**config.mk**
```make
export PLATFORM = sky130hd
export DESIGN_NAME = neuron_mac_seq
export DESIGN_NICKNAME = d
export VERILOG_FILES = /design/src/rtl/neuron_mac_seq.sv
export SDC_FILE = /design/constraint.sdc
export NUM_CORES = 1
export LEC_CHECK = 0
export ABC_CLOCK_PERIOD_IN_PS = 6050
export CORE_MARGIN = 4
export CORE_UTILIZATION = 48
export CTS_BUF_LIST = sky130_fd_sc_hd__clkbuf_16
export CTS_CLUSTER_DIAMETER = 150
export DETAILED_ROUTE_END_ITERATION = 8
export HOLD_SLACK_MARGIN = 0.1
export PLACE_DENSITY = 0.73
export SYNTH_ARGS = -nofsm -noshare
export SYNTH_HDL_FRONTEND = slang
export SYNTH_SLANG_ARGS = --single-unit
```
**constraint.sdc**
```tcl
create_clock -name CLK -period 6.05 [get_ports CLK]
set_clock_uncertainty 0.2 [all_clocks]
set_input_delay 0.605 -clock CLK [delete_from_list [all_inputs] [get_ports CLK]]
set_output_delay 0.605 -clock CLK [all_outputs]
set_load 0.02 [all_outputs]
```
**src/rtl/neuron_mac_seq.sv**
```systemverilog
// Sequences one shared 8-bit signed multiplier over N buffered X/W pairs,
// accumulating BIAS + sum(X*W) with saturation, then applies the activation.
module neuron_mac_seq #(
  parameter int AW    = 4,
  parameter int ACC_W = 16,
  parameter int RELU  = 0
) (
  input  logic          CLK,
  input  logic          RST_N,
  input  logic          START,
  input  logic          ABORT,
  input  logic [AW:0]   N_TERMS,
  input  logic [7:0]    BIAS,
  output logic          RD_EN,
  output logic [AW-1:0] ADDR,
  input  logic [7:0]    X_IN,
  input  logic [7:0]    W_IN,
  output logic [7:0]    MPY_A,
  output logic [7:0]    MPY_B,
  input  logic [7:0]    MPY_P,
  output logic          BUSY,
  output logic          DONE,
  output logic [7:0]    Y
);

  localparam int MAX_N = 2 ** AW;
  localparam logic [AW:0] MAX_NV = (AW+1)'(MAX_N);
  localparam logic [AW:0] ONE = (AW+1)'(1);
  localparam logic [ACC_W-1:0] ACC_MIN = {1'b1, {(ACC_W-1){1'b0}}};
  localparam logic [ACC_W-1:0] ACC_MAX = ~ACC_MIN;

  typedef enum logic [1:0] {
    IDLE,
    RUN,
    DRAIN
  } state_t;

  state_t state, state_nx;

  logic [AW:0]      n_q;
  logic [AW:0]      cnt;
  logic [ACC_W-1:0] acc;
  logic             pipe_v;
  logic [7:0]       y_q;
  logic             done_q;

  logic [AW:0]      n_start;
  logic [ACC_W-1:0] bias_ext;
  logic [ACC_W:0]   sum;
  logic [ACC_W-1:0] acc_nx;

  function automatic logic [7:0] sat8(input logic [ACC_W-1:0] v);
    logic [ACC_W-8:0] top;
    top = v[ACC_W-1:7];
    if (&top || ~|top) return v[7:0];
    return v[ACC_W-1] ? 8'h80 : 8'h7f;
  endfunction

  function automatic logic [7:0] act(input logic [7:0] v);
    return (RELU != 0 && v[7]) ? 8'h00 : v;
  endfunction

  assign n_start  = (N_TERMS > MAX_NV) ? MAX_NV : N_TERMS;
  assign bias_ext = {{(ACC_W-8){BIAS[7]}}, BIAS};

  // One guard bit catches overflow; clamp instead of wrapping.
  assign sum = {acc[ACC_W-1], acc}
             + {{(ACC_W-7){MPY_P[7]}}, MPY_P};
  assign acc_nx = (sum[ACC_W] != sum[ACC_W-1])
                ? (sum[ACC_W] ? ACC_MIN : ACC_MAX)
                : sum[ACC_W-1:0];

  assign RD_EN = (state == RUN);
  assign ADDR  = RD_EN ? cnt[AW-1:0] : '0;
  assign BUSY  = (state != IDLE);
  assign MPY_A = pipe_v ? X_IN : 8'h00;
  assign MPY_B = pipe_v ? W_IN : 8'h00;
  assign DONE  = done_q;
  assign Y     = y_q;

  always_comb begin
    state_nx = state;
    unique case (state)
      IDLE: if (START && n_start != '0) state_nx = RUN;
      RUN: begin
        if (ABORT) state_nx = IDLE;
        else if (cnt == n_q - ONE) state_nx = DRAIN;
      end
      DRAIN: state_nx = IDLE;
      default: state_nx = IDLE;
    endcase
  end

  always_ff @(posedge CLK or negedge RST_N) begin
    if (!RST_N) state <= IDLE;
    else state <= state_nx;
  end

  always_ff @(posedge CLK or negedge RST_N) begin
    if (!RST_N) begin
      n_q    <= '0;
      cnt    <= '0;
      acc    <= '0;
      pipe_v <= 1'b0;
      y_q    <= '0;
      done_q <= 1'b0;
    end else begin
      done_q <= 1'b0;
      unique case (state)
        IDLE: begin
          if (START) begin
            n_q <= n_start;
            acc <= bias_ext;
            cnt <= '0;
            if (n_start == '0) begin
              y_q    <= act(BIAS);
              done_q <= 1'b1;
            end
          end
        end
        RUN: begin
          if (ABORT) begin
            pipe_v <= 1'b0;
          end else begin
            cnt    <= cnt + ONE;
            pipe_v <= 1'b1;
            if (pipe_v) acc <= acc_nx;
          end
        end
        DRAIN: begin
          pipe_v <= 1'b0;
          if (!ABORT) begin
            acc    <= acc_nx;
            y_q    <= act(sat8(acc_nx));
            done_q <= 1'b1;
          end
        end
        default: pipe_v <= 1'b0;
      endcase
    end
  end

endmodule

```
[Yosys cells after proc, flatten, opt, wreduce, memory -nomap -nowiden]
Cells that the tools add are included.
Word-level totals
  memory bits (read-only): 0
  memories kept: 0
  logic and storage cells: 72
  output and inout bits: 31
  bits in latches: 0
  bits in registers: 38
  bits in writable memories: 0
  bits of input ports: 41
Cells by class
  equality and inequality tests: 11
  shifts and indexed selects: 0
  bitwise logic cells: 0
  muxes and demuxes: 33
  div/mod/pow operators: 0
  reduce and logical (&&, ||, !) cells: 17
  $mul: 0
  $lt $le $gt $ge: 1
  $add $sub $neg: 3
Operators by type and width (number)
  $mux 16: 6
  $mux 8: 8
  $pmux 16 s3: 1
  $add 16x8->17: 1
  $pmux 8 s2: 1
  $mux 5: 3
  $ne 2x2->1 const B: 5
  $pmux 5 s2: 1
  $reduce_and 9->1: 1
  $reduce_or 9->1: 1
  $mux 1: 6
  $mux 2: 3
  $reduce_bool 2->1: 3
  $add 5x1->5 const B: 1
  $eq 5x5->1: 1
  $gt 5x5->1 const B: 1
  $logic_not 5->1: 1
  $reduce_and 5->1: 1
  $reduce_bool 5->1: 1
  $sub 5x1->5 const B: 1
  $mux 4: 1
  $pmux 1 s2: 2
  $pmux 2 s2: 1
  $reduce_and 2->1: 2
  12 further kinds: 12

[Depth between registers and ports, before layout]
  depth in word-level cells: 12
  mapped depth: 17
  mapped depth without buffers: 16

[Worst setup path after synthesis]
OpenSTA, ideal clock, no wires.
  path type: in2reg
  from: input MPY_P[7]
  to: register acc[7]
  path buffers: 2
  setup slack: 2061 ps
  data arrival time: 3668 ps
  library setup time: 121 ps
  required time: 5729 ps
  stages on the path: 17
  cells stage by stage: ha_1 -> buf_6 -> a211oi_2 -> nor2_1 -> or3_4 -> o21ai_4 -> a21boi_0 -> o21ai_0 -> a21oi_1 -> xor2_1 -> ha_1 -> and2_1 -> nand2_1 -> and2_1 -> buf_2 -> a21bo_2 -> a22o_1
Between the ends
  cells in the longest elaborated chain, start to end: 6
  elaborated cells on any way between the ends: 8
  classes of those cells: 1 x add/sub; 1 x eq/ne; 6 x mux
Ends and longest elaborated chain
  from (decl): line 20  | input logic [7:0] MPY_P,
  $add 16x8->17 *: line 68  | + {{(ACC_W-7){MPY_P[7]}}, MPY_P};
  $mux 16 / $ne 1x1->1 (equally long branches): line 70, 69
  $mux 16 *: line 70  | ? (sum[ACC_W] ? ACC_MIN : ACC_MAX)
  $mux 16: line 127  | if (pipe_v) acc <= acc_nx;
  $mux 16: line 122  | if (ABORT) begin
  $pmux 16 s3 *: line 109  | unique case (state)
  to (signal assigned): line 113  | acc <= bias_ext;
  to (signal assigned): line 127
  to (signal assigned): line 133  | acc <= acc_nx;
  to (decl): line 42  | logic [ACC_W-1:0] acc;
Mark *: on every way between the ends. The rest lies on a longest branch, timed or not. The select of a mux whose other input is x is not followed.
A chain may end at the register's enable or synchronous reset.

[Worst setup path after layout]
Ends and elaborated chain as after synthesis.

==> key figures <==
Run status
  – Outcome: finished, final reports clean

Placement
  – Port bufs: just over 70
  – Dpl hpwl: 7197 um
  – Final GP Congestion: about 0.9

STA
  – Worst slew pin tran: about 820 ps
  – Slew margin rel.: 45.20%
  – Final setup viols: 0
  – F_max: between 200 and 250 MHz
  – Final Hold Viols: 0
  – Min Tclk post-route: slightly below 5000 ps
  – Post-Route Setup TNS: 0 ps
  – Fin crit share: between 80 and 90%
  – Final max-slew violation count: 0
  – Unrepaired setup endpoints after global routing: no

Setup path
  – CP startpoint kind: input port
  – R2r endpoint: acc[7]
  – Worst R2R Path Depth: 15
  – Worst path max stage delay: 590 ps
  – Worst Setup Path Type: in -> reg
  – RR Startpoint: acc[8]
  – CP Capture Type: register
  – CP required: ~6000 ps
  – CP max-delay cell: clkdlybuf4s50_1
  – Crit Path Max Fanout: 14
  – Crit path cell chain: clkdlybuf4s50_1, ha_1, a211oi_2, nor2_1, or3_4, o21ai_4, a21boi_0, o21ai_0, a21oi_1, xor2_1, ha_1, and2_1, nand2_1, and2_1, a21bo_2, a22o_1
  – R2r setup slk: between 1500 and 2000 ps
  – CP Data Arrival Time: around 5000 ps

Drt
  – Vias per cell: approximately 5.7
  – Routed vias: 3275
  – WL per Instance: approximately 16 um
  – 1st-iter DRT viols: 166
  – First-pass iteration count of the detailed router: 4
  – Final wirelength: 9005 um
  – Post-route DRC violation count: 0
  – Antenna viol nets, final: 0

Floorplan
  – Die Footprint: approximately 0.0085 sq mm
  – Core Footprint: 0.006869 sq mm
  – # rows: 30
  – Die X-Extent: 92.47 um
  – Starting density of the core: about half
  – Die Height: approximately 92 um
  – I/O pin total: 72

CTS
  – Max Buffers Root-to-Sink: 2
  – # clock sinks: 38
  – Post-CTS sizing: 0
  – # Post-CTS Setup Buffers: 0
  – Skew-Pair Late Insertion Delay: between 200 and 300 ps
  – TritonCTS clock tree: yes
  – CTS Buf Count: 5
  – H-tree levels: 2
  – Cts hold-fix bufs: 0
  – Clock transition at the registers of the reported paths: 60 ps
  – CTS root buf: clkbuf_16

Synth
  – Yosys cell types: 63
  – Syn_area_per_cell: a little over 8 sq um
  – Post-Syn Nets: slightly below 500
  – Post-synth top flop: dfrtp_1
  – Count leader, synth: o21ai_0
  – Most frequent cells after synthesis: o21ai_0 (56), nand2_1 (54), dfrtp_1 (38)
  – Top post-synthesis cells by area: dfrtp_1 (28%), ha_1 (8.8%), o21ai_0 (8.2%), nand2_1 (5.9%), and2_1 (4.4%)
  – Post-synth top area cell: dfrtp_1
  – Yosys reg bits: 38
  – Yosys warns: 0
  – Sequential area share after synthesis: ~28%
  – EDFF count, synth: 0
  – Mapped Cells: approximately 420
  – Post-synth ARST share: 100.0%
  – Synth Cell Area: roughly 0.0034 sq mm
  – Top-area cell type share of the netlist area: between 20 and 30%

Worst hold path
  – Hold Path Class: in -> async

Global route
  – First-pass GRT wire length: 14850 um
  – Initial antenna violation count: 0
  – Total gr overflow: 0
  – Largest net degree at the start of global routing: 39
  – Vias in the first global route: around 3000
  – GRT Total Usage: between 20% and 30%

Power
  – Overall power: roughly 2.8 mW
  – PwrDens: about 650 mW/mm^2
  – Leak pwr: 1.784 nW
  – Peak supply drop: around 0.00026 V

Layout
  – Layout Nets: between 500 and 600
  – Share of cells above drive strength 1: approximately 5.6%
  – Diodes inserted: 0
  – FILL cells: about 620
  – Area delta synth->final: 25.43%

Job
  – Maxcap violations: 0
[critical path: cells and delay by family]
family,cells,cell delay [ps]
AO/OA/AOI/OAI,7,1270
XOR/XNOR,1,160
adder cells (fa/ha/maj),2,970
buffers and inverters,1,590
AND/OR/NAND/NOR,5,1270
[layer usage]
| layer | wire, um | GRT usage (%) |
|---|---|---|
| met5 | 0 | 0 |
| met4 | 125 | 4.455 |
| met3 | 453 | 3.656 |
| met2 | 4249 | 34.56 |
| met1 | 4177 | 29.20 |
[power breakdown]
part / switching, mW / internal [mW] / total, mW
Sequential: 0.102 / 0.378 / 0.479
Combinational: 1.26 / 0.807 / 2.06
Clock: 0.0926 / 0.146 / 0.239
Total: 1.45 / 1.33 / 2.78
[cell type report]
type | count | area, sq um | share of cell area [%]
multi-input combinational | 349 | 2330 | 54.24
inverter | 16 | 60.06 | 1.398
tap | 96 | 120.1 | 2.796
timing repair buffer | 71 | 705.7 | 16.43
clock inverter | 1 | 3.754 | 0.08739
clock buffer | 5 | 125.1 | 2.913
sequential | 38 | 950.9 | 22.14
[stage by stage]
stage          instance area, sq um  util [%]  hold slack [ps]  cells  setup WS (ps)
6_report                       4295     62.53            224.8    576           1125
3_3_place_gp                   4167     60.66            267.8    570           1019
4_1_cts                        4295     62.53            256.5    576           1156
3_5_place_dp                   4167     60.66            278.9    570          864.6
5_1_grt                        4295     62.53            310.6    576          707.6
2_1_floorplan                  3425         -            109.4    422           2061
[cells by family (layout without fill, tap and decap cells)]
logic type	after synthesis	after routing	synth area share [%]
buffers and inverters	35	93	4.201
xor gates and xnor gates	19	19	5.079
adders and majority gates	25	25	9.353
muxes	7	7	2.083
DFF	38	38	27.77
and+or+nand+nor	154	154	22.94
AOI/OAI and AO/OA	144	144	28.57
[sequential cells by signal, summed over array words and instances, names as in the netlist]
signal and cells:
acc 16, pipe_v 1, DONE 1, n_q 5
state 2, cnt 5, Y 8
[worst max path at each step]
stage / from / endpoint / slack (ps) / cells past startpoint
2_1_floorplan: MPY_P[7] / acc[7] / 2060 / 17
3_3_place_gp: MPY_P[7] / acc[7] / 1020 / 16
3_5_place_dp: MPY_P[7] / acc[7] / 860 / 16
4_1_cts: MPY_P[7] / acc[7] / 1160 / 16
5_1_grt: MPY_P[7] / Y[4] / 710 / 16
6_report: MPY_P[7] / acc[7] / 1130 / 16
[cells in the final DEF, fill, tap and decap left out, types with 3 or more instances in the layout]
cell type / instances
mux2i_1: 6
o211ai_1: 3
a22o_1: 6
clkdlybuf4s50_1: 70
clkbuf_16: 5
and2_1: 24
a41oi_1: 3
inv_1: 15
nand4_1: 4
xor2_1: 11
a21o_1: 6
a211oi_2: 3
o21ai_0: 56
xnor2_1: 7
a21oi_1: 22
nand3_1: 9
ha_1: 24
nand4b_1: 4
dfrtp_1: 38
nor3_1: 6
nand2_1: 54
a22oi_1: 6
o21a_1: 3
a211oi_1: 3
nand2b_1: 13
o21ai_1: 7
nor3b_1: 3
nor2_1: 24
Note: power is estimated with default switching activity, not from simulation.
==> edit 1: new RTL, same flow settings <==
Re-encode `state_t` (3 states) as one-hot, 3 bits wide.
--- a/src/rtl/neuron_mac_seq.sv
+++ b/src/rtl/neuron_mac_seq.sv
@@ -31,6 +31,6 @@
 
-  typedef enum logic [1:0] {
-    IDLE,
-    RUN,
-    DRAIN
+  typedef enum logic [2:0] {
+    IDLE  = 3'b001,
+    RUN   = 3'b010,
+    DRAIN = 3'b100
   } state_t;
Behaviour: no difference found for any inputs over 4 cycles, from zero or initial values and one cycle with RST_N low; so few cycles prove little.
==> edit 1 against the original RTL <==
  * Sequential share of layout area rose by 1.0 points
  * Total power fell by 17%
  * Wire length rose by 2.9%
  * Setup slack got worse by 330 ps
  * Clock power rose by 31%
  * Sequential cell count rose by 1
  * Non-clock buffer count rose by 1
  * Area after synthesis fell by 3.4%
  * Design area fell by 1.7%
  * Register-to-register slack got worse by 270 ps
  * Synthesized cell count fell by 9.2%
==> edit 1: results (changes against the original RTL) <==
| Metric | Value |
|---|---|
| Status | finished, final reports clean |
| Multiplexer share of the synthesized area | 2.46% (+0.38 points) |
| Share of post-route cells with drive strength above 1 | 7.11% (+1.5 points) |
| Overall Global Routing Usage | 22.8% (+1.7 points) |
| Clk Latency, worst-skew pair | 290 ps (+20 ps) |
| Fin area | 0.00422 mm2 (-1.7%) |
| Pleak | 1.87 nW (+4.6%) |
| First-pass GRT wire length | 15.7 mm (+5.4%) |
| Non-clock buffer share | 16.9% (+0.46 points) |
| CP max FO | 15 (+1) |
| Least-Margin Pin Slew | 973 ps (+151 ps) |
| Placed inst area | 0.00405 mm2 (-2.8%) |
| Sequential share of the synthesized area | 29.5% (+1.8 points) |
| Via count | 3135 (-4.3%) |
| Max IR drop VDD | 238 uV (-7.1%) |
| Flop-to-flop setup slack | 1460 ps (-270 ps) |
| Via density | 5.95 (+4.6%) |
| R2R depth | 17 (+2) |
| R2R Path End | Y[0]$_DFFE_PN0P_ |
| Signal inverters | 11 (-5) |
| Multi-input gate count | 320 (-8.3%) |
| Vias in the first global route | 3019 (-1.7%) |
| Reg area | 977 um2 (+2.8%) |
| Synth Area in Compound Gates | 27.7% (-0.85 points) |
| Multi-input gate share of total cell area | 52.6% (-1.6 points) |
| Fin crit period | 5250 ps (+329 ps) |
| Largest stage delay on the critical path | 630 ps (+40 ps) |
| Area of the core | 0.00653 mm2 (-4.9%) |
| Synth Area in XOR/XNOR | 4.24% (-0.84 points) |
| Dpl hpwl | 7.45 mm (+3.4%) |
| Post-Synth Adder-Cell Area | 8.17% (-1.2 points) |
| Syn Inst Count | 383 (-9.2%) |
| Top cells by area in the synthesized netlist | dfrtp_1 (29%), ha_1 (7.6%), nand2_1 (4.7%), a21oi_1 (4.5%), and2_1 (4.5%) |
| WL/cell | 17.6 um (+12%) |
| Worst EP arrival | 5200 ps (+310 ps) |
| Root Buffer | clkbuf_16 |
| NumNets Final | 511 (-6.6%) |
| Initial DRC count | 153 (-7.8%) |
| GPL Wtd Cong | 0.912 (+3.6%) |
| Clock buf/inv share | 4.09% (+1.1 points) |
| Top post-synthesis cells by count | nand2_1 (41), dfrtp_1 (38), a21oi_1 (30), and2_1 (24) |
| Clock sink total | 39 (+2.6%) |
| Placed Cells | 519 (-8.9%) |
| Clock transition at the registers of the reported paths | 60 ps (about the same) |
| Net Count, Synth | 445 (-8.8%) |
| Fill count | 590 (-4.7%) |
-- edit 1: power breakdown --
| group | switching, W | internal, W |
|---|---|---|
| logic | 0.000944 | 0.000635 |
| clock network | 0.000117 | 0.000197 |
| registers | 0.0000742 | 0.000352 |
-- edit 1: worst min-delay path by stage --
stage | from | end | slack [ps]
2_1_floorplan | RST_N | DONE$_DFF_PN0_ | 110
3_3_place_gp | acc[11]$_DFFE_PN0P_ | acc[11]$_DFFE_PN0P_ | 270
3_5_place_dp | Y[7]$_DFFE_PN0P_ | Y[7]$_DFFE_PN0P_ | 280
4_1_cts | RST_N | DONE$_DFF_PN0_ | 270
5_1_grt | acc[12]$_DFFE_PN0P_ | acc[12]$_DFFE_PN0P_ | 300
6_report | RST_N | DONE$_DFF_PN0_ | 230
-- edit 1: metal layers --
metal	track usage (%)	up-vias	wire length [um]	part of all wire, %
li1	-	1555	-	-
met1	30.0	1501	4090	44
met2	39.5	66	4700	51
met3	3.06	13	303	3.3
met4	6.03	0	166	1.8
met5	0	-	0	0
==> edit 2: new RTL, same flow settings <==
Made on the original files. The parameter `AW` goes from 4 to 3.
--- a/src/rtl/neuron_mac_seq.sv
+++ b/src/rtl/neuron_mac_seq.sv
@@ -3,3 +3,3 @@
 module neuron_mac_seq #(
-  parameter int AW    = 4,
+  parameter int AW    = 3,
   parameter int ACC_W = 16,
Interface: changed (resized ADDR and N_TERMS); port bits go from 72 to 70. No check against the original RTL was run, so the function may have changed too.
==> edit 2 against the original RTL <==
  * Setup slack got worse by 490 ps
  * Wire length down 3.6%
  * Register-to-register slack worse by 440 ps
  * Via count decreased by 3.7%
  * Fmax down 9.1%
  * Design area down 2.9%
  * Critical path depth grew 3
  * Area after synthesis fell by 6.0%
  * Die area is 5.5% lower
  * Global-route usage up 0.27 points
  * Sequential cell count shrank 2
  * Critical endpoint is now Y[4]$_DFFE_PN0P_
Power is not shown: default switching activity piles up to over one toggle a cycle in this logic, so the estimate is an artifact.
==> edit 2: results (changes against the original RTL) <==
| Metric | Value |
|---|---|
| Share of post-route cells with drive strength above 1 | 6.32% (+0.69 points) |
| GPL Wtd Cong | 0.909 (+3.3%) |
| Slew headroom | 39.5% (-5.7 points) |
| Port Buffers | 69 (-2.8%) |
| Via count | 3153 (-3.7%) |
| Flop-to-flop setup slack | 1290 ps (-440 ps) |
| Multiplexer share of the synthesized area | 1.59% (-0.49 points) |
| CP max stage cell | ha_1 |
| Net Count, Synth | 460 (-5.7%) |
| DRT Pass-1 Iters | 5 (+1) |
| Worst EP arrival | 5370 ps (+480 ps) |
| Top cells by area in the synthesized netlist | dfrtp_1 (28%), ha_1 (9.3%), o21ai_0 (6.4%), nand2_1 (4.8%), and2_1 (4.3%) |
| Syn Inst Count | 395 (-6.4%) |
| Initial DRC count | 143 (-14%) |
| Largest stage delay on the critical path | 660 ps (+70 ps) |
| Vias in the first global route | 3045 (-0.85%) |
| Root Buffer | clkbuf_16 |
| Synth Area in XOR/XNOR | 4.66% (-0.41 points) |
| First-pass GRT wire length | 14.6 mm (-1.4%) |
| Status | finished, final reports clean |
| Synth Area in Compound Gates | 29.9% (+1.4 points) |
| Crit path to | Y[4]$_DFFE_PN0P_ |
| Final period utilization | 89.5% (+8.1 points) |
| Placed inst area | 0.00396 mm2 (-5.0%) |
| WL/cell | 16.2 um (+3.6%) |
| Worst reg2reg startpoint | acc[1]$_DFFE_PN0P_ |
| Place WS | 445 ps (-420 ps) |
| Final non-filler cell total | 536 (-6.9%) |
| WHS Endpoint | acc[11]$_DFFE_PN0P_ |
| Overall Global Routing Usage | 21.4% (+0.27 points) |
| Clk Latency, worst-skew pair | between 200 and 300 ps |
| Fin area | 0.00417 mm2 (-2.9%) |
| Fill count | 551 (-11%) |
| Dpl hpwl | 6.70 mm (-6.9%) |
| Unique masters post-synth | 62 (-1.6%) |
| Sequential share of the synthesized area | 28.0% (+0.22 points) |
| Pin count of the biggest net entering global routing | 37 (-5.1%) |
| Hold Path Class | flip-flop to flip-flop |
| CP max FO | 21 (+7) |
| Top post-synthesis cells by count | nand2_1 (41), o21ai_0 (41), dfrtp_1 (36), a21oi_1 (27), ha_1 (24) |
| NumNets Final | 523 (-4.4%) |
| Placed Cells | 528 (-7.4%) |
| R2R depth | 18 (+3) |
| Post-Synth Adder-Cell Area | 9.95% (+0.60 points) |
==> edit 2: cells by family (layout without fill, tap and decap cells) <==
| family | after synthesis | in the layout |
|---|---|---|
| xor+xnor | 15 | 15 |
| simple gates | 134 | 134 |
| compound gates | 145 | 145 |
| fa+ha+maj | 25 | 25 |
| flops | 36 | 36 |
| buf+inv | 35 | 99 |
| mux | 5 | 5 |
==> edit 2: routing by layer <==
metal | share of wire, % | vias to the layer above | routed length [um] | GRT usage [%]
met1 | 45 | 1479 | 3880 | 28.9
met2 | 49 | 92 | 4240 | 35.5
li1 | - | 1570 | - | -
met5 | 0 | - | 0 | 0
met4 | 1.0 | 0 | 91 | 5.36
met3 | 5.5 | 12 | 478 | 3.76
==> edit 2: cell type report <==
type	instances	share of cell area (%)
clock buffer	5	3.00
clock inverter	3	2.16
inverter	21	1.89
multi-input combinational	324	52.3
sequential	36	21.6
tap	77	2.31
timing repair buffer	70	16.7
